$ cat config.mk
export PLATFORM = sky130hd
export DESIGN_NAME = psram_port_arbiter
export DESIGN_NICKNAME = d
export VERILOG_FILES = /design/src/rtl/psram_arb_pkg.sv /design/src/rtl/psram_arb_pick.sv /design/src/rtl/psram_port_arbiter.sv
export SDC_FILE = /design/constraint.sdc
export NUM_CORES = 1
export LEC_CHECK = 0
export BUFFER_PORTS_ARGS = -buffer_cell sky130_fd_sc_hd__buf_2
export CORE_MARGIN = 1
export CORE_UTILIZATION = 47
export DETAILED_ROUTE_END_ITERATION = 6
export PLACE_DENSITY = 0.78
export SYNTH_ARGS = -nofsm -noshare
export SYNTH_HDL_FRONTEND = slang
export SYNTH_SLANG_ARGS = --single-unit
$ cat constraint.sdc
create_clock -name i_clkRAM -period 2.2 [get_ports i_clkRAM]
set_input_delay 0.11 -clock i_clkRAM [delete_from_list [all_inputs] [get_ports i_clkRAM]]
set_output_delay 0.11 -clock i_clkRAM [all_outputs]
set_load 0.005 [all_outputs]
$ cat src/rtl/psram_arb_pkg.sv
// Shared types and port indices for the PSRAM port arbiter.
package psram_arb_pkg;

   typedef enum logic [1:0] {IDLE, ISSUE, WAIT} arb_state_t;

   localparam logic PORT_VIDEO = 1'b0;
   localparam logic PORT_CPU   = 1'b1;

endpackage

$ cat src/rtl/psram_arb_pick.sv
// Combinational winner selection for the two PSRAM requesters.
// Fixed priority (port 0 first) by default; round robin when ARB_ROUND_ROBIN_EN is defined.
module psram_arb_pick
   import psram_arb_pkg::*;
(
   input  logic [1:0] req,
   input  logic       rr_last,
   output logic       grant_valid,
   output logic       grant_idx
);

`ifdef ARB_ROUND_ROBIN_EN
   always_comb begin
      grant_valid = |req;
      grant_idx   = PORT_VIDEO;
      if (req == 2'b11)
         grant_idx = ~rr_last;
      else if (req[1])
         grant_idx = PORT_CPU;
   end
`else
   logic unused_rr_last;
   assign unused_rr_last = rr_last;

   always_comb begin
      grant_valid = |req;
      grant_idx   = (req[1] && !req[0]) ? PORT_CPU : PORT_VIDEO;
   end
`endif

endmodule

$ cat src/rtl/psram_port_arbiter.sv
// Two-port arbiter in front of the 8-bit PSRAM controller: grants one request at a time,
// drives the edge-triggered cs, returns read data and a one-cycle ack. Selection policy via ARB_ROUND_ROBIN_EN.
module psram_port_arbiter
   import psram_arb_pkg::*;
#(
   parameter int TIMEOUT_CYCLES = 64
) (
   input  logic        i_clkRAM,
   input  logic        reset,
   input  logic        i_req0,
   input  logic        i_req1,
   input  logic        i_we0,
   input  logic        i_we1,
   input  logic [23:0] i_addr0,
   input  logic [23:0] i_addr1,
   input  logic [7:0]  i_wdata0,
   input  logic [7:0]  i_wdata1,
   output logic [7:0]  o_rdata0,
   output logic [7:0]  o_rdata1,
   output logic        o_ack0,
   output logic        o_ack1,
   output logic        o_mem_cs,
   output logic        o_mem_write,
   output logic [23:0] o_mem_address,
   output logic [7:0]  o_mem_wdata,
   input  logic [7:0]  i_mem_rdata,
   input  logic        i_mem_busy,
   input  logic        i_mem_dataReady,
   output logic        o_timeout
);

   localparam int            CW       = $clog2(TIMEOUT_CYCLES + 1);
   localparam logic [CW-1:0] CNT_LAST = CW'(TIMEOUT_CYCLES - 1);

   arb_state_t    state_q, state_d;
   logic          cs_q, cs_d;
   logic          we_q, we_d;
   logic [23:0]   addr_q, addr_d;
   logic [7:0]    wdata_q, wdata_d;
   logic [7:0]    rdata0_q, rdata0_d;
   logic [7:0]    rdata1_q, rdata1_d;
   logic          ack0_q, ack0_d;
   logic          ack1_q, ack1_d;
   logic          timeout_q, timeout_d;
   logic          rr_last_q, rr_last_d;
   logic          win_q, win_d;
   logic [CW-1:0] cnt_q, cnt_d;

   logic grant_valid, grant_idx;

   psram_arb_pick u_pick (
      .req         ({i_req1, i_req0}),
      .rr_last     (rr_last_q),
      .grant_valid (grant_valid),
      .grant_idx   (grant_idx)
   );

   always_comb begin
      state_d   = state_q;
      cs_d      = cs_q;
      we_d      = we_q;
      addr_d    = addr_q;
      wdata_d   = wdata_q;
      rdata0_d  = rdata0_q;
      rdata1_d  = rdata1_q;
      ack0_d    = 1'b0;
      ack1_d    = 1'b0;
      timeout_d = timeout_q;
      rr_last_d = rr_last_q;
      win_d     = win_q;
      cnt_d     = cnt_q;
      case (state_q)
         // No grant in the ack cycle: the acked requester is still dropping req.
         IDLE: if (grant_valid && !i_mem_busy && !(ack0_q || ack1_q)) begin
            win_d     = grant_idx;
            rr_last_d = grant_idx;
            we_d      = (grant_idx == PORT_CPU) ? i_we1    : i_we0;
            addr_d    = (grant_idx == PORT_CPU) ? i_addr1  : i_addr0;
            wdata_d   = (grant_idx == PORT_CPU) ? i_wdata1 : i_wdata0;
            cs_d      = 1'b0;
            cnt_d     = '0;
            state_d   = ISSUE;
         end
         ISSUE: if (i_mem_busy) begin
            cs_d    = 1'b1;
            cnt_d   = '0;
            state_d = WAIT;
         end else if (cnt_q == CNT_LAST) begin
            cs_d      = 1'b1;
            timeout_d = 1'b1;
            ack0_d    = (win_q == PORT_VIDEO);
            ack1_d    = (win_q == PORT_CPU);
            state_d   = IDLE;
         end else begin
            cnt_d = cnt_q + 1'b1;
         end
         WAIT: if (!i_mem_busy) begin
            if (!we_q) begin
               if (win_q == PORT_CPU) rdata1_d = i_mem_rdata;
               else                   rdata0_d = i_mem_rdata;
            end
            ack0_d  = (win_q == PORT_VIDEO);
            ack1_d  = (win_q == PORT_CPU);
            state_d = IDLE;
         end
         default: state_d = IDLE;
      endcase
   end

   always_ff @(posedge i_clkRAM or negedge reset) begin
      if (!reset) begin
         state_q   <= IDLE;
         cs_q      <= 1'b1;
         we_q      <= 1'b0;
         addr_q    <= '0;
         wdata_q   <= '0;
         rdata0_q  <= '0;
         rdata1_q  <= '0;
         ack0_q    <= 1'b0;
         ack1_q    <= 1'b0;
         timeout_q <= 1'b0;
         rr_last_q <= 1'b1;
         win_q     <= 1'b0;
         cnt_q     <= '0;
      end else begin
         state_q   <= state_d;
         cs_q      <= cs_d;
         we_q      <= we_d;
         addr_q    <= addr_d;
         wdata_q   <= wdata_d;
         rdata0_q  <= rdata0_d;
         rdata1_q  <= rdata1_d;
         ack0_q    <= ack0_d;
         ack1_q    <= ack1_d;
         timeout_q <= timeout_d;
         rr_last_q <= rr_last_d;
         win_q     <= win_d;
         cnt_q     <= cnt_d;
      end
   end

   rd_ready_chk: assert property (@(posedge i_clkRAM) disable iff (!reset)
      (state_q == WAIT && !i_mem_busy && !we_q) |-> i_mem_dataReady);

   assign o_mem_cs      = cs_q;
   assign o_mem_write   = we_q;
   assign o_mem_address = addr_q;
   assign o_mem_wdata   = wdata_q;
   assign o_rdata0      = rdata0_q;
   assign o_rdata1      = rdata1_q;
   assign o_ack0        = ack0_q;
   assign o_ack1        = ack1_q;
   assign o_timeout     = timeout_q;

endmodule

==> flow_metrics.env <==
export IMPL_outcome="completed"
export IMPL_rsz0062_at_grt="false"
export IMPL_drt_wl_total_um=6208
export IMPL_async_reset_ff_share_pct=100.0
export IMPL_hold_class="in2reg"
export IMPL_crit_path_max_incr_delay_ns=0.49
export IMPL_final_layout_size_suffix_gt1_share_pct=43.92
export IMPL_cp_required_ns=2.38
export IMPL_syn_cell_area_um2=2892
export IMPL_seq_area_um2=1578
export IMPL_io_buffer_count=131
export IMPL_path_buf_inv=2
export IMPL_leakage_uw=0.001997
export IMPL_yosys_top_cells_count="62 x sky130_fd_sc_hd__dfrtp_1, 38 x sky130_fd_sc_hd__o21ai_0, 37 x sky130_fd_sc_hd__nand2_1, 34 x sky130_fd_sc_hd__mux2i_1, 17 x sky130_fd_sc_hd__mux2_2"
export IMPL_power_per_cell_area_nw_per_um2=1083
export IMPL_post_route_drc_count=0
export IMPL_finalHoldWorstSlack_ns=0.02917
export IMPL_area_growth_synth_to_final_pct=32.80
export IMPL_final_replace_weighted_congestion=0.8478
export IMPL_critPathCaptureType="flip-flop"
export IMPL_timing_clock_skew_ns=0.009076
export IMPL_path_clk_slew_ns=0.06
export IMPL_grt_remaining_overflow=0
export IMPL_finalSetupViolCount=0
export IMPL_edff_count_synth=0
export IMPL_area_fraction_of_the_dominant_cell_type_after_synthesis_pct=53.66
export IMPL_netlist_top_cells_area="sky130_fd_sc_hd__dfrtp_1 54%, sky130_fd_sc_hd__mux2i_1 12%, sky130_fd_sc_hd__mux2_2 6.6%"
export IMPL_path_max_fanout=41
export IMPL_synth_avg_cell_area_um2=11.16
export IMPL_synth_xor_area_share_pct=0
export IMPL_final_max_tran_viols=0
export IMPL_grt_max_degree=42
export IMPL_dp_final_hpwl_um=4827
export IMPL_cts_made_buffers=9
export IMPL_cp_start_kind="flip-flop"
export IMPL_final_antenna_net_count=0
export IMPL_crit_type="reg2reg"
export IMPL_critical_path_top_delay_family="simple AND/OR/NAND/NOR gates"
export IMPL_max_cap_viol_count=0
export IMPL_synthSimpleGateAreaFrac_pct=10.86
export IMPL_cts_htree_levels=3
export IMPL_synth_distinct_cells=34
export IMPL_finalNetCount=482
export IMPL_fmaxAchievable_mhz=513.3
export IMPL_post_cts_resized=0
export IMPL_yosys_warning_count=0
export IMPL_tritoncts="built"
export IMPL_synthDominantAreaCellType="sky130_fd_sc_hd__dfrtp_1"
export IMPL_worst_slew_margin_relative_to_its_limit_pct=62.58
export IMPL_holdBufCountCts=1
export IMPL_timing_critical_path_slowest_stage_cell="sky130_fd_sc_hd__nor4b_1"
export IMPL_synth_seq_cells=63
export IMPL_antenna_diode_count=0
export IMPL_floorplan_die_area_um2=6470
export IMPL_wl_per_cell_um=12.99
export IMPL_count_leader_synth="sky130_fd_sc_hd__dfrtp_1"
export IMPL_timing_final_hold_violations=0
export IMPL_fp_row_count=28
export IMPL_postSynthNetCount=343
export IMPL_min_period_ns=1.948
export IMPL_dieHeight_um=80.44
export IMPL_vdd_ir_drop_worst_uv=578.0
export IMPL_final_fill_count=478
export IMPL_synth_compound_area_share_pct=11.34
export IMPL_antenna_found_initial=0
export IMPL_worst_slew_pin_slew_ns=0.5535
export IMPL_yosys_area_share_adder_pct=1.731
export IMPL_final_min_period_over_clock_period_pct=88.55
export IMPL_clock_insertion_delay_worst_skew_ns=0.33
export IMPL_post_synthesis_instance_total=259
export IMPL_detailroute_via_count=2427
export IMPL_synth_main_ff_cell="sky130_fd_sc_hd__dfrtp_1"
export IMPL_multiInputGateArea_um2=1242
export IMPL_part_of_the_yosys_area_used_for_sequential_elements_pct=54.57
export IMPL_drtIter0Drc=65
export IMPL_tns_ns=0
export IMPL_number_of_clock_sinks=63
export IMPL_synth_mux_area_fraction_pct=18.39
export IMPL_combinational_family_with_the_most_area_after_synthesis="multiplexers"
export IMPL_global_route_wire_length_before_repair_um=10440
export IMPL_max_clock_path_buffers=2
export IMPL_drtPass1Iterations=4
export IMPL_via_per_inst=5.077
export IMPL_globalRouteTotalUtil_pct=21.43
export IMPL_post_cts_setup_buffer_count=0
export IMPL_start_util_pct=48.84
export IMPL_cts_root_buf="sky130_fd_sc_hd__clkbuf_8"
export IMPL_coreArea_um2=5921
export IMPL_first_global_vias=2355
export IMPL_boundaryPins=133
export IMPL_die_width_um=80.44
export IMPL_critical_path_cell_by_cell="inv_1, ha_1, nor4b_1, o21ai_4, buf_4, nand2_1, o21ai_0"
export IMPL_critical_path_arrival_ns=2.13
==> worst register-to-register path, cell delays in order, from the launching register on <==
cell                      delay, ns
sky130_fd_sc_hd__dfrtp_1       0.41
sky130_fd_sc_hd__inv_1         0.09
sky130_fd_sc_hd__ha_1          0.23
sky130_fd_sc_hd__nor4b_1       0.49
sky130_fd_sc_hd__o21ai_4       0.13
sky130_fd_sc_hd__buf_4         0.27
sky130_fd_sc_hd__nand2_1       0.11
sky130_fd_sc_hd__o21ai_0       0.09
==> stage by stage <==
stage | util, % | setup WS (ns) | instances | power [µW] | area, µm²
after floorplan | - | 0.4601 | 259 | 2661 | 2892
after global placement | 62.02 | 0.3478 | 461 | 3314 | 3672
after detailed placement | 62.02 | 0.2112 | 461 | 3394 | 3672
after CTS | 64.86 | 0.2171 | 478 | 4230 | 3840
after global routing | 64.86 | 0.08097 | 478 | 4521 | 3840
final | 64.86 | 0.2520 | 478 | 4159 | 3840
==> area by class of cell <==
| type | instances | share of cell area, % |
|---|---|---|
| clock inverters | 4 | 0.5865 |
| multi-input cells | 177 | 32.36 |
| inverters | 6 | 0.5865 |
| clock buffers | 12 | 3.519 |
| well taps | 75 | 2.444 |
| flip-flops and latches | 63 | 41.09 |
| repair buffers | 141 | 19.42 |
==> where the power goes <==
group	leakage, µW	switching [µW]	internal (µW)
sequential	0.000802	249	1630
clock	0.0000801	415	404
combinational	0.00112	726	735
==> layer usage <==
layer	vias to the layer above	routed length, µm	track usage, %
met3	6	415	5.000
met2	89	3144	36.53
met4	0	76	10.89
met5	-	0	0
li1	1199	-	-
met1	1133	2571	25.04
==> layout by cell type, fill, tap and decap left out <==
cell / netlist / final
sky130_fd_sc_hd__buf_2: 3 / 131
sky130_fd_sc_hd__dfrtp_1: 62 / 62
sky130_fd_sc_hd__o21ai_0: 38 / 38
sky130_fd_sc_hd__nand2_1: 37 / 37
sky130_fd_sc_hd__mux2i_1: 34 / 34
sky130_fd_sc_hd__mux2_2: 17 / 17
sky130_fd_sc_hd__clkbuf_8: 0 / 9
sky130_fd_sc_hd__buf_4: 0 / 8
sky130_fd_sc_hd__nor2_1: 7 / 7
sky130_fd_sc_hd__inv_1: 6 / 6
sky130_fd_sc_hd__a21oi_1: 5 / 5
sky130_fd_sc_hd__nand3_1: 4 / 4
sky130_fd_sc_hd__ha_1: 4 / 4
sky130_fd_sc_hd__nor4_1: 3 / 3
sky130_fd_sc_hd__o41ai_1: 3 / 3
sky130_fd_sc_hd__clkbuf_1: 8 / 3
sky130_fd_sc_hd__clkinv_2: 0 / 3
sky130_fd_sc_hd__and2b_1: 2 / 2
sky130_fd_sc_hd__o31ai_1: 2 / 2
sky130_fd_sc_hd__nor3b_2: 2 / 2
sky130_fd_sc_hd__nor3_1: 2 / 2
sky130_fd_sc_hd__or4_1: 2 / 2
sky130_fd_sc_hd__o211ai_1: 2 / 2
sky130_fd_sc_hd__a21o_1: 2 / 2
sky130_fd_sc_hd__nand2b_1: 1 / 1
sky130_fd_sc_hd__nor4b_1: 1 / 1
sky130_fd_sc_hd__o21ai_4: 0 / 1
sky130_fd_sc_hd__nor2b_4: 0 / 1
sky130_fd_sc_hd__or2_2: 1 / 1
sky130_fd_sc_hd__o41a_1: 1 / 1
sky130_fd_sc_hd__a21boi_0: 1 / 1
sky130_fd_sc_hd__a22o_1: 1 / 1
sky130_fd_sc_hd__or3_4: 1 / 1
sky130_fd_sc_hd__and3_1: 1 / 1
sky130_fd_sc_hd__a211o_1: 1 / 1
sky130_fd_sc_hd__clkinvlp_4: 0 / 1
sky130_fd_sc_hd__dlygate4sd3_1: 0 / 1
sky130_fd_sc_hd__dfstp_2: 1 / 1
sky130_fd_sc_hd__buf_12: 0 / 1
==> worst paths after layout <==
path | slack [ns] | endpoint | from | cells past startpoint
min in group asynchronous | 0.34 | o_rdata1[3] | reset | 3
max in group asynchronous | 1.53 | o_mem_cs | reset | 3
hold reg to reg | 0.47 | o_timeout | o_timeout | 1
setup / recovery | 0.25 | o_mem_address[2] | state_q[1] | 7
setup reg to reg | 0.25 | o_mem_address[2] | state_q[1] | 7
hold / removal | 0.03 | o_rdata1[7] | i_mem_rdata[7] | 2
==> kinds of logic (layout without fill, tap and decap cells) <==
family,after synthesis,in the layout
and+or+nand+nor,65,65
DFF,63,63
AOI/OAI and AO/OA,57,57
muxes,51,51
buffers and inverters,19,163
adders and majority gates,4,4
==> flip-flops by register name, summed over array words and instances (netlist names) <==
name           cells
o_mem_wdata        8
o_mem_write        1
o_ack0             1
o_ack1             1
o_mem_address     24
state_q            2
cnt_q              7
o_timeout          1
o_mem_cs           1
win_q              1
o_rdata1           8
o_rdata0           8
No activity file was read; power rests on OpenSTA's default activity.
